===== src/rtl/dac_serial_multi_tx.sv =====
// ----------------------------------------------------------------------------
// dac_serial_multi_tx
//   N-channel serial DAC frame transmitter. One sample per channel is taken
//   over a valid/ready handshake, formatted into a FRAME-bit word per channel
//   ({zeros, pd_mode, sample'}), and all words are shifted out MSB-first in
//   lock-step on a shared SCLK / NSYNC pair, one SDATA line per channel.
//   Optional auto-refresh re-sends the last accepted set while idle.
//
// Ports
//   clk, rst       system clock, asynchronous active-high reset
//   din_valid/din_ready  sample-set handshake (ready only in IDLE)
//   din            NCH*DW samples, channel k at din[k*DW +: DW]
//   pd_mode        DAC power-down bits, latched together with din
//   auto_refresh   re-send held set when idle and no new set offered
//   busy           frame in progress
//   frame_done     one-cycle pulse when the frame's last bit is out
//   SCLK           serial clock, idles high, DAC samples on falling edge
//   NSYNC          active-low frame sync
//   SDATA          serial data, channel k on SDATA[k]
// ----------------------------------------------------------------------------

// Per-channel datapath: formats the word, keeps the held copy for refresh and
// owns the shift register whose MSB drives the channel's SDATA.
module dac_tx_lane #(
  parameter int DW        = 12,
  parameter int FRAME     = 16,
  parameter int SIGNED_IN = 1
) (
  input  logic          clk,
  input  logic          rst,
  input  logic [DW-1:0] sample,
  input  logic [1:0]    pd,
  input  logic          capture,  // new set accepted: update held copy and load
  input  logic          reload,   // auto-refresh: load from held copy
  input  logic          shift,    // advance one bit (on SCLK rising edge)
  output logic          sdata
);

  // Two's complement -> offset binary is just an MSB inversion.
  localparam logic [DW-1:0] FLIP = (SIGNED_IN != 0) ? {1'b1, {(DW-1){1'b0}}}
                                                    : {DW{1'b0}};

  logic [FRAME-1:0] word;
  logic [FRAME-1:0] held;
  logic [FRAME-1:0] sreg;

  // Upper bits stay zero; written bitwise so FRAME == DW+2 needs no
  // zero-width replication.
  always_comb begin
    word              = '0;
    word[DW+1:DW]     = pd;
    word[DW-1:0]      = sample ^ FLIP;
  end

  always_ff @(posedge clk or posedge rst) begin
    if (rst) begin
      held <= '0;
      sreg <= '0;
    end else if (capture) begin
      held <= word;
      sreg <= word;
    end else if (reload) begin
      sreg <= held;
    end else if (shift) begin
      // Zero fill: after FRAME shifts the register is empty, so SDATA is
      // already 0 when the frame ends without any extra clearing.
      sreg <= {sreg[FRAME-2:0], 1'b0};
    end
  end

  assign sdata = sreg[FRAME-1];

endmodule

module dac_serial_multi_tx #(
  parameter int NCH       = 2,
  parameter int DW        = 12,
  parameter int FRAME     = 16,
  parameter int CLKDIV    = 2,
  parameter int GAP_CYC   = 4,
  parameter int SIGNED_IN = 1
) (
  input  logic              clk,
  input  logic              rst,
  input  logic              din_valid,
  output logic              din_ready,
  input  logic [NCH*DW-1:0] din,
  input  logic [1:0]        pd_mode,
  input  logic              auto_refresh,
  output logic              busy,
  output logic              frame_done,
  output logic              SCLK,
  output logic              NSYNC,
  output logic [NCH-1:0]    SDATA
);

  localparam int DIV_W = (CLKDIV  > 1) ? $clog2(CLKDIV)  : 1;
  localparam int GAP_W = (GAP_CYC > 1) ? $clog2(GAP_CYC) : 1;
  localparam int EDG_W = $clog2(2*FRAME);

  localparam logic [DIV_W-1:0] DIV_LAST = DIV_W'(CLKDIV - 1);
  localparam logic [GAP_W-1:0] GAP_LAST = GAP_W'(GAP_CYC - 1);
  localparam logic [EDG_W-1:0] EDG_LAST = EDG_W'(2*FRAME - 1);

  typedef enum logic [1:0] {
    IDLE  = 2'd0,
    SETUP = 2'd1,
    SHIFT = 2'd2,
    HOLD  = 2'd3
  } state_t;

  state_t           state, state_nx;
  logic [DIV_W-1:0] div_cnt, div_nx;
  logic [EDG_W-1:0] edg_cnt, edg_nx;
  logic [GAP_W-1:0] gap_cnt, gap_nx;
  logic             has_data, has_nx;
  logic             sclk_nx, nsync_nx, done_nx;
  logic             capture, reload, shift;

  // --------------------------------------------------------------------------
  // Next-state / next-output logic. Every output is computed here one cycle
  // early and registered below, so SCLK/NSYNC/SDATA never see a
  // combinational path from the inputs.
  // --------------------------------------------------------------------------
  always_comb begin
    state_nx = state;
    div_nx   = div_cnt;
    edg_nx   = edg_cnt;
    gap_nx   = gap_cnt;
    has_nx   = has_data;
    sclk_nx  = SCLK;
    nsync_nx = NSYNC;
    done_nx  = 1'b0;
    capture  = 1'b0;
    reload   = 1'b0;
    shift    = 1'b0;

    unique case (state)
      IDLE: begin
        sclk_nx  = 1'b1;
        nsync_nx = 1'b1;
        // New data wins over refresh.
        if (din_valid && din_ready) begin
          capture  = 1'b1;
          has_nx   = 1'b1;
          state_nx = SETUP;
          nsync_nx = 1'b0;
          div_nx   = '0;
        end else if (auto_refresh && has_data) begin
          reload   = 1'b1;
          state_nx = SETUP;
          nsync_nx = 1'b0;
          div_nx   = '0;
        end
      end

      // NSYNC low, SCLK high, MSB already on SDATA for CLKDIV cycles; the
      // exit edge is the first SCLK falling edge.
      SETUP: begin
        if (div_cnt == DIV_LAST) begin
          div_nx   = '0;
          edg_nx   = '0;
          sclk_nx  = 1'b0;
          state_nx = SHIFT;
        end else begin
          div_nx = div_cnt + DIV_W'(1);
        end
      end

      // edg_cnt counts half-period boundaries inside SHIFT. Boundaries
      // 1..2*FRAME-1 toggle SCLK (the falling edge at boundary 0 happened on
      // entry); boundary 2*FRAME closes the frame with SCLK already high.
      SHIFT: begin
        if (div_cnt == DIV_LAST) begin
          div_nx = '0;
          if (edg_cnt == EDG_LAST) begin
            state_nx = HOLD;
            nsync_nx = 1'b1;
            done_nx  = 1'b1;
            gap_nx   = '0;
          end else begin
            edg_nx  = edg_cnt + EDG_W'(1);
            sclk_nx = ~SCLK;
            // Data moves on the rising edge so it is stable at the falling.
            shift   = ~SCLK;
          end
        end else begin
          div_nx = div_cnt + DIV_W'(1);
        end
      end

      HOLD: begin
        if (gap_cnt == GAP_LAST) begin
          state_nx = IDLE;
        end else begin
          gap_nx = gap_cnt + GAP_W'(1);
        end
      end

      default: state_nx = IDLE;
    endcase
  end

  always_ff @(posedge clk or posedge rst) begin
    if (rst) begin
      state <= IDLE;
    end else begin
      state <= state_nx;
    end
  end

  always_ff @(posedge clk or posedge rst) begin
    if (rst) begin
      div_cnt    <= '0;
      edg_cnt    <= '0;
      gap_cnt    <= '0;
      has_data   <= 1'b0;
      SCLK       <= 1'b1;
      NSYNC      <= 1'b1;
      frame_done <= 1'b0;
      din_ready  <= 1'b1;
      busy       <= 1'b0;
    end else begin
      div_cnt    <= div_nx;
      edg_cnt    <= edg_nx;
      gap_cnt    <= gap_nx;
      has_data   <= has_nx;
      SCLK       <= sclk_nx;
      NSYNC      <= nsync_nx;
      frame_done <= done_nx;
      din_ready  <= (state_nx == IDLE);
      busy       <= (state_nx != IDLE);
    end
  end

  // --------------------------------------------------------------------------
  // Channel lanes
  // --------------------------------------------------------------------------
  for (genvar k = 0; k < NCH; k++) begin : g_lane
    dac_tx_lane #(
      .DW        (DW),
      .FRAME     (FRAME),
      .SIGNED_IN (SIGNED_IN)
    ) u_lane (
      .clk     (clk),
      .rst     (rst),
      .sample  (din[k*DW +: DW]),
      .pd      (pd_mode),
      .capture (capture),
      .reload  (reload),
      .shift   (shift),
      .sdata   (SDATA[k])
    );
  end

endmodule


===== config.mk =====
export PLATFORM = sky130hd
export DESIGN_NAME = dac_serial_multi_tx
export DESIGN_NICKNAME = d
export VERILOG_FILES = /design/src/rtl/dac_serial_multi_tx.sv
export SDC_FILE = /design/constraint.sdc
export NUM_CORES = 1
export LEC_CHECK = 0
export BUFFER_PORTS_ARGS = -buffer_cell sky130_fd_sc_hd__buf_2
export CORE_MARGIN = 2
export CORE_UTILIZATION = 35
export CTS_CLUSTER_SIZE = 14
export DETAILED_ROUTE_END_ITERATION = 8
export SETUP_SLACK_MARGIN = 0.3
export SLEW_MARGIN = 40
export SYNTH_ARGS = -nofsm -noshare
export SYNTH_HDL_FRONTEND = slang
export SYNTH_SLANG_ARGS = --single-unit

===== constraint.sdc =====
create_clock -name clk -period 2 [get_ports clk]
set_clock_uncertainty 0.05 [all_clocks]
set_input_delay 0.2 -clock clk [delete_from_list [all_inputs] [get_ports clk]]
set_output_delay 0.2 -clock clk [all_outputs]
set_load 0.01 [all_outputs]

# Word-level counts from Yosys, hierarchy flattened
# Cells that the tools add are included.
dict set report op_classes {
  add_sub_neg 3
  mul 0
  div_mod_pow 0
  n_lt_le_gt_ge 0
  eq_ne 11
  n_shift 0
  mux 45
  bitwise_logic 3
  reduce_logical 18
}
# operator count
set ops {}
lappend ops {{$mux W16} 6}
lappend ops {{$mux W1} 21}
lappend ops {{$mux W2} 9}
lappend ops {{$mux W5} 3}
lappend ops {{$reduce_and A4 Y1} 3}
lappend ops {{$ne A2 B2 Y1 const B} 5}
lappend ops {{$pmux W5 S2} 1}
lappend ops {{$reduce_bool A2 Y1} 5}
lappend ops {{$pmux W2 S4} 1}
lappend ops {{$eq A2 B2 Y1 const B} 3}
lappend ops {{$reduce_bool A3 Y1} 2}
lappend ops {{$add A5 B1 Y5 const B} 1}
lappend ops {{$eq A5 B5 Y1 const B} 1}
lappend ops {{$logic_not A2 Y1} 2}
lappend ops {{$pmux W1 S2} 2}
lappend ops {{$pmux W2 S2} 1}
lappend ops {{$reduce_and A2 Y1} 2}
lappend ops {{$ne A3 B3 Y1 const B} 1}
lappend ops {{$not A1 Y1} 3}
lappend ops {{$pmux W1 S3} 1}
lappend ops {{$reduce_and A3 Y1} 1}
lappend ops {{$add A2 B1 Y2 const B} 1}
lappend ops {{$eq A2 B1 Y1 const B} 1}
lappend ops {{$logic_and A1 B1 Y1} 2}
lappend ops {{2 further kinds} 2}
dict set report totals {
  register_bits 76
  latchBits 0
  mem_bits_rw 0
  rom_bits 0
  inputBits 30
  out_inout_bits 7
  word_cells 94
  n_memories 0
}

# Logic depth before layout (Yosys ltp)
# Gate-level depths: netlist of run 1.
dict set report depth {
  word_depth 7
  mapped_depth 9
  mapped_depth_nobuf 7
}

# Modules after synthesis
# Synthesis of run 1 repeated with hierarchy kept, for this count alone.
dict set report unflattened {
  cells_unflattened 379
  area_unflattened_um2 3621.0
}
# mod n_inst cells_each area_per_inst_um2 seq_area_each_um2
set modules_own_cells {}
lappend modules_own_cells {dac_tx_lane 2 141 1342.5 750.7}
lappend modules_own_cells {dac_serial_multi_tx 1 97 935.9 404.1}

# Worst setup path before layout of run 1
# OpenSTA, ideal clock, no wires.
dict set report synth_path {
  kind {reg2reg}
  start {register edg_cnt[0]}
  end {register g_lane[1].u_lane.sreg[0]}
  setup_ns 0.127
  arrival_ns 1.831
  required_ns 1.823
  slack_ns -0.008
  stages_incl_launch_ff 9
  n_path_buf 1
  period_less_slack_ns 2.008
  cell_sequence {dfrtp_1 ha_1 and3_1 ha_1 and4bb_1 buf_6 a21oi_1 a222oi_1 inv_1}
}
dict set report synth_via {
  elab_chain_cells 5
}
# item line
set synth_rtl {}
lappend synth_rtl {{start: declaration} 114} ;# logic [EDG_W-1:0] edg_cnt, edg_nx;
lappend synth_rtl {{start signal: assignment} 225} ;# edg_cnt <= edg_nx;
lappend synth_rtl {{$eq A5 B5 Y1} 176} ;# if (edg_cnt == EDG_LAST) begin
lappend synth_rtl {{$mux W1} 176}
lappend synth_rtl {{$mux W1} 174} ;# if (div_cnt == DIV_LAST) begin
lappend synth_rtl {{$mux W1} 138} ;# unique case (state)
lappend synth_rtl {{$reduce_bool A3 Y1 (no source line)} n/a}
lappend synth_rtl {{end signal: assignment} 61} ;# sreg <= word;
lappend synth_rtl {{end signal: assignment} 63} ;# sreg <= held;
lappend synth_rtl {{end signal: assignment} 67} ;# sreg <= {sreg[FRAME-2:0], 1'b0};
lappend synth_rtl {{end: declaration} 45} ;# logic [FRAME-1:0] sreg;
# No other way between the ends.
# A chain may end at the register's enable or synchronous reset.

# Final worst setup path of run 1
dict set report layout_path {
  start {register edg_cnt[1]}
  end {register g_lane[0].u_lane.sreg[7]}
}
dict set report layout_via {
  elab_chain_cells 5
}
# item line
set layout_rtl {}
lappend layout_rtl {{$eq A5 B5 Y1} 176}
lappend layout_rtl {{$mux W1} 176}
lappend layout_rtl {{$mux W1} 174}
lappend layout_rtl {{$mux W1} 138}
lappend layout_rtl {{$reduce_bool A3 Y1 (no source line)} n/a}
lappend layout_rtl {{end signal: assignment} 61}
lappend layout_rtl {{end signal: assignment} 63}
lappend layout_rtl {{end signal: assignment} 67}
lappend layout_rtl {{end: declaration} 45}
# No other way between the ends.

==> run metrics, run 1 <==
IO buf count 36; Worst EP required roughly 2.2 ns; commonest cells in the netlist nand2_1 (88), dfrtp_1 (71), nor2_1 (36); final worst path period share a little over nine tenths; global-route wire length before repair 13500 um; clk sinks 74; Hold Vio Cnt, Final 0; worst-path fanout max 6; GRT overflow 0; H-Tree Depth 3; RSZ-0062 raised after global routing true; Sw Share just under 40%; Max Root-Sink Buffers 2; CTS tree built; maxcap violations 0; final wirelength 8820 um; antenna violations before repair 0; WL/cell ~15 um; total power about 8100 uW; Final GP Congestion 0.788; leakage power 0.00220 uW; nets ~470; pwr dens about 1600 nW/um^2; IO Pins 37; Post-DP Area roughly 3900 um^2; Slew Limit Fails 0; ys async rst share 100%; drt initial violations a little under 300; drt via density 5.10; pre-CTS setup slack 0.0489 ns; vias in the first global route 2682; total track usage around 17%; ANT cells 0; internal power around 5000 uW; worst hold path stage count 3; register bit total from synthesis 74; Die Ht roughly 100 um; CTS Buf Count 9; Cells after Synth between 300 and 400; post-route ant nets 0; drt drc 0; Die X ~100 um; Setup Total Neg Slack 0 ns; die area between 10000 and 15000 um^2; cell row count 36; layout cells sized above 1 about 37%; average cell area after synthesis approximately 9.8 um^2; # setup viols final 0; R2R depth 9; Synth warnings 0; Post-Syn Nets between 300 and 400; root buf cell clkbuf_8; Yosys top cell area share slightly above 50%; post-synthesis sequential area ratio about 54%; outcome finished, final reports clean; Clk pin slew, worst setup/hold paths around 0.080 ns; largest net degree at the start of global routing 57; Combinational Power Share between 40% and 50%; Initial Util between 30% and 40%; CP Launch Type flop; Crit. End Element flop; Tmin final just under 2 ns; sequential group share of total power 33.6%; Layout area overhead 42.8%; Netlist cell types 37; core area approximately 9700 um^2; Synth area leader dfrtp_1; Peak VDD IR between 600 and 700 uV; Vias slightly below 3000; CP arrival about 2.2 ns; max frequency roughly 0.51 GHz; critical path class flop to flop; Final Cell Area 4930 um^2; drt pass-1 iters 6; ys flop type dfrtp_1; Synth Cell Area around 3500 um^2; HP Class input pin to flop; Worst-Margin Slew approximately 0.47 ns; Clk pwr share a little under a fifth; HPWL Detailed approximately 4800 um; fillcell total 846; final core utilization roughly 50%; Slew Limit Headroom 68.5%; number of synthesized flops with an enable pin 0; largest cells by area after synthesis dfrtp_1 (51%), nand2_1 (9.6%), a222oi_1 (6.4%); count leader, synth nand2_1; Skew-Pair Late Insertion Delay approximately 0.36 ns; fin worst setup slack 0.0471 ns; switching pwr roughly 3100 uW
sequential cells by signal, indices dropped and copies added, names as in the netlist:
name and flops:
NSYNC 1, SCLK 1, busy 1, din_ready 1, div_cnt 1, edg_cnt 5, frame_done 1, g_lane.u_lane.held 26
g_lane.u_lane.sreg 32, gap_cnt 2, has_data 1, state 2
power groups by stage:
stage | registers [uW] | clock network, uW | logic, uW
floorplan | 2530 | 0 | 2020
global placement | 2600 | 0 | 2520
detailed placement | 2620 | 0 | 2590
CTS | 2590 | 1520 | 3080
global route | 2810 | 1600 | 4220
finish | 2730 | 1500 | 3890
layout by cell type, fill, tap and decap left out, types with 4 or more instances in the layout:
cell           count
nor2_4            25
inv_1              5
nor2_1            11
buf_6              6
a21o_1             4
clkbuf_8          11
ha_1               6
a22o_1             6
a222oi_1          22
a21oi_1            7
dfrtp_1           71
dlygate4sd3_1     19
nand2_1           87
a21oi_2           25
buf_2             36
o21ai_0            5
mux2i_1            6
buf_4             21
metrics by stage:
step           hold slack, ns  instances
2_1_floorplan           0.255        354
3_3_place_gp            0.193        516
3_5_place_dp            0.195        516
4_1_cts                0.0111        564
5_1_grt                0.0180        571
6_report               0.0205        571
area by class of cell:
type	count	area (um^2)	share of cell area, %
sequential	74	1860	37.6
multi-input combinational	251	1810	36.7
timing repair buffer	91	813	16.5
inverter	6	26.3	0.533
tap	133	166	3.38
clock buffer	11	151	3.07
clock inverter	5	108	2.18
what timing repair did:
item / CTS / global route
setup endpoints to repair: 40 / 57
pin swaps: 11 / 8
hold endpoints to repair: 34 / 0
cloned: 5 / 3
hold buffers: 19 / 0
setup buffers: 8 / 4
resized for setup: 19 / 79
worst paths after layout:
kind                            slack [ns]                                     to                                  from
worst max register to register        0.05   g_lane[0].u_lane.sreg[7]$_DFFE_PP0P_                edg_cnt[1]$_DFFE_PP0P_
max in group asynchronous             0.86                    din_ready$_DFF_PP1_                                   rst
worst min register to register        0.43   g_lane[1].u_lane.held[4]$_DFFE_PP0P_  g_lane[1].u_lane.held[4]$_DFFE_PP0P_
min in group asynchronous             0.36  g_lane[0].u_lane.held[13]$_DFFE_PP0P_                                   rst
worst max-delay path                  0.05   g_lane[0].u_lane.sreg[7]$_DFFE_PP0P_                edg_cnt[1]$_DFFE_PP0P_
worst min-delay path                  0.02  g_lane[0].u_lane.held[13]$_DFFE_PP0P_                            pd_mode[1]
cell families after synthesis:
family / Yosys count / share of synthesized area [%]
fa+ha+maj: 9 / 3.26
simple gates: 147 / 17.9
mux: 6 / 1.74
flops: 74 / 53.8
compound gates: 88 / 18.3
buf+inv: 30 / 5.00
critical path, stage by stage, from the launching register on:
cell and delay, ns:
dfrtp_1 0.39, ha_2 0.20, and3_4 0.18, ha_4 0.15, and4bb_1 0.28, a21o_1 0.15
buf_6 0.17, clkbuf_16 0.19, nor2_4 0.04, a21oi_2 0.10
routing by layer:
| metal | up-vias | part of all wire, % | GRT usage (%) |
|---|---|---|---|
| met5 | - | 0 | 0 |
| met4 | 0 | 1.5 | 6.68 |
| met3 | 10 | 4.1 | 3.97 |
| met2 | 67 | 48 | 25.9 |
| met1 | 1423 | 46 | 22.1 |
| li1 | 1413 | - | - |
Note: power is estimated with default switching activity, not from simulation.
==> inputs of run 2 (changes only) <==
- CORE_UTILIZATION: 35 -> 46
- PLACE_DENSITY: not set -> 0.67
- clock period: 2 -> 1.65 ns (I/O delays scaled with it)
==> run metrics, run 2 (synthesized netlist as in run 1, its figures left out) <==
outcome complete, but fails checks (was finished, final reports clean); failing checks setup timing; CP cell instances ha_2, and3_4, ha_4, and4bb_4, a21oi_4, a222oi_1, inv_1 (was ha_2, and3_4, ha_4, and4bb_1, a21o_1, buf_6, clkbuf_16, nor2_4, a21oi_2); GRT overflow 0 (unchanged); Layout area overhead 52.4% (was 42.8%); drt via density 5.59 (was 5.10); cell row count 31 (was 36); most frequent cells in the layout dfrtp_1 (71), nand2_1 (56), buf_2 (36), nor2_1 (32), buf_6 (30) (was nand2_1 (87), dfrtp_1 (71), buf_2 (36), nor2_4 (25), a21oi_2 (25)); Combinational Power Share 52.8% (was 48.0%); WL/cell 16.6 um (was 15.5 um); Worst-Margin Slew 0.480 ns (was 0.472 ns); antenna violations before repair 0 (unchanged); CP Launch Type flop (unchanged); Worst EP required 1.81 ns (was 2.23 ns); Max Root-Sink Buffers 2 (unchanged); most common cell after layout, fill and taps aside dfrtp_1 (was nand2_1); sequential group share of total power 32.9% (was 33.6%); switching pwr 3730 uW (was 3130 uW); Clk pwr share 14.3% (was 18.4%); vias in the first global route 3059 (was 2682); largest net degree at the start of global routing 75 (was 57); Worst path slowest cell dfrtp_1 (unchanged); min-delay src pd_mode[0] (was pd_mode[1]); drt drc 0 (unchanged); largest register by flop count g_lane.u_lane.sreg (unchanged); core area 7250 um^2 (was 9680 um^2); clk sinks 74 (unchanged); Sw Share 38.4% (was 38.5%); CTS Buf Count 9 (unchanged); Crit. End Element flop (unchanged); worst r2r src edg_cnt[1]$_DFFE_PP0P_ (unchanged); CP arrival 2.14 ns (was 2.18 ns); RSZ-0062 raised after global routing true (unchanged); IO Pins 37 (unchanged); drt pass-1 iters 6 (unchanged); hold_ws 0.0476 ns (was 0.0205 ns); Final GP Congestion 0.747 (was 0.788); final worst path period share 120% (was 97.6%); ANT cells 0 (unchanged); H-Tree Depth 3 (unchanged); Skew-Pair Late Insertion Delay 0.34 ns (was 0.36 ns); final wirelength 9580 um (was 8820 um); nets 513 (was 472); maxcap violations 0 (unchanged); HP Class input pin to flop (unchanged); Clk pin slew, worst setup/hold paths 0.08 ns (about the same); leakage power 0.00243 uW (was 0.00220 uW); worst-path fanout max 4 (was 6); root buf cell clkbuf_8 (unchanged); fin worst setup slack -0.326 ns (was 0.0471 ns); slowest stage delay, CP 0.40 ns (was 0.39 ns); drt initial violations 288 (was 293); critical path class flop to flop (unchanged); layout cells sized above 1 44.3% (was 37.2%); Initial Util 47.6% (was 35.6%); Peak VDD IR 922 uV (was 635 uV); Setup Total Neg Slack -8.82 ns (was 0 ns); # setup viols final 47 (was 0); IO buf count 36 (unchanged); Slew Limit Fails 0 (unchanged); CTS tree built (unchanged); pwr dens 1850 nW/um^2 (was 1650 nW/um^2); Die Ht 90.6 um (was 103 um); total track usage 21.5% (was 16.5%); HPWL Detailed 5000 um (was 4830 um); Die X 90.6 um (was 103 um); Hold Vio Cnt, Final 0 (unchanged); max reg flops 32 (unchanged); global-route wire length before repair 14200 um (was 13500 um); internal power 5990 uW (was 4990 uW); Slew Limit Headroom 68.0% (was 68.5%); Vias 3229 (was 2913); post-route ant nets 0 (unchanged); max frequency 0.506 GHz (was 0.512 GHz); die area 8210 um^2 (was 10700 um^2); Largest regs g_lane.u_lane.sreg x32, g_lane.u_lane.held x26, edg_cnt x5 (unchanged); CP Launch Point edg_cnt[1]$_DFFE_PP0P_ (unchanged); Tmin final 1.98 ns (was 1.95 ns)
run 2: cell types whose count changed in the layout (fill, tap and decap cells not counted), moves of 4 or more:
cell	previous run	this run
buf_6	6	30
nor2_1	11	32
a21oi_2	25	15
a21oi_1	7	15
buf_12	3	7
nand2_1	87	56
nand2_4	1	5
nor2_4	25	3
dlygate4sd3_1	19	24
nand2_2	1	28
buf_4	21	29
run 2: path summary, 6_finish.rpt:
path                                                               to  slack (ns)  cells after the start
worst max-delay path             g_lane[1].u_lane.sreg[0]$_DFFE_PP0P_       -0.33                      7
worst min-delay path            g_lane[0].u_lane.held[12]$_DFFE_PP0P_        0.05                      3
worst max register to register   g_lane[1].u_lane.sreg[0]$_DFFE_PP0P_       -0.33                      7
worst min register to register   g_lane[1].u_lane.held[6]$_DFFE_PP0P_        0.43                      2
max in group asynchronous                         din_ready$_DFF_PP1_        0.75                      4
min in group asynchronous        g_lane[0].u_lane.held[2]$_DFFE_PP0P_        0.43                      4
run 2: repair_timing:
action,4_1_cts,5_1_grt
hold buffers,23,1
setup buffers,12,16
endpoints found under the hold margin,93,1
pin swaps,25,46
setup endpoints to repair,56,72
cloned,4,2
gates resized for setup,55,63
run 2: area by class of cell:
cell class	count	area (um^2)
clock buffers	10	128
clock inverters	6	65.1
inverters	6	26.3
repair buffers	133	1280
well taps	99	124
multi-input cells	250	1780
flip-flops and latches	74	1860
fillers	486	1990
run 2: layer usage:
layer	GRT usage [%]	wire length, um	vias to the layer above
met4	8.46	297	0
met2	35.1	4580	126
met1	29.1	4180	1583
li1	-	-	1496
met5	0	0	-
met3	3.01	531	24
run 2: worst max-delay path: cells and delay by family, from the launching register on:
family	cells	cell delay, ns
flip-flops	1	0.40
buffers and inverters	1	0.09
adder cells (fa/ha/maj)	2	0.35
AND/OR/NAND/NOR	2	0.52
AO/OA/AOI/OAI	2	0.45
run 2: power by group through the flow:
stage | logic [uW] | registers, uW | clock network, uW
after floorplan | 2590 | 3080 | 0
after global placement | 3470 | 3150 | 0
after detailed placement | 3580 | 3160 | 0
after CTS | 4310 | 3160 | 1410
after global routing | 5590 | 3290 | 1500
final | 5130 | 3200 | 1390
run 2: stage by stage:
| stage | instances | total power [uW] | area, um^2 | setup WS, ns | util [%] |
|---|---|---|---|---|---|
| after global routing | 578 | 10400 | 5260 | -0.368 | 72.5 |
| final | 578 | 9720 | 5260 | -0.326 | 72.5 |
| after detailed placement | 504 | 6750 | 4050 | -0.255 | 55.8 |
| after floorplan | 354 | 5670 | 3590 | -0.236 | - |
| after CTS | 559 | 8870 | 4840 | -0.272 | 66.8 |
| after global placement | 504 | 6620 | 4050 | -0.183 | 55.8 |
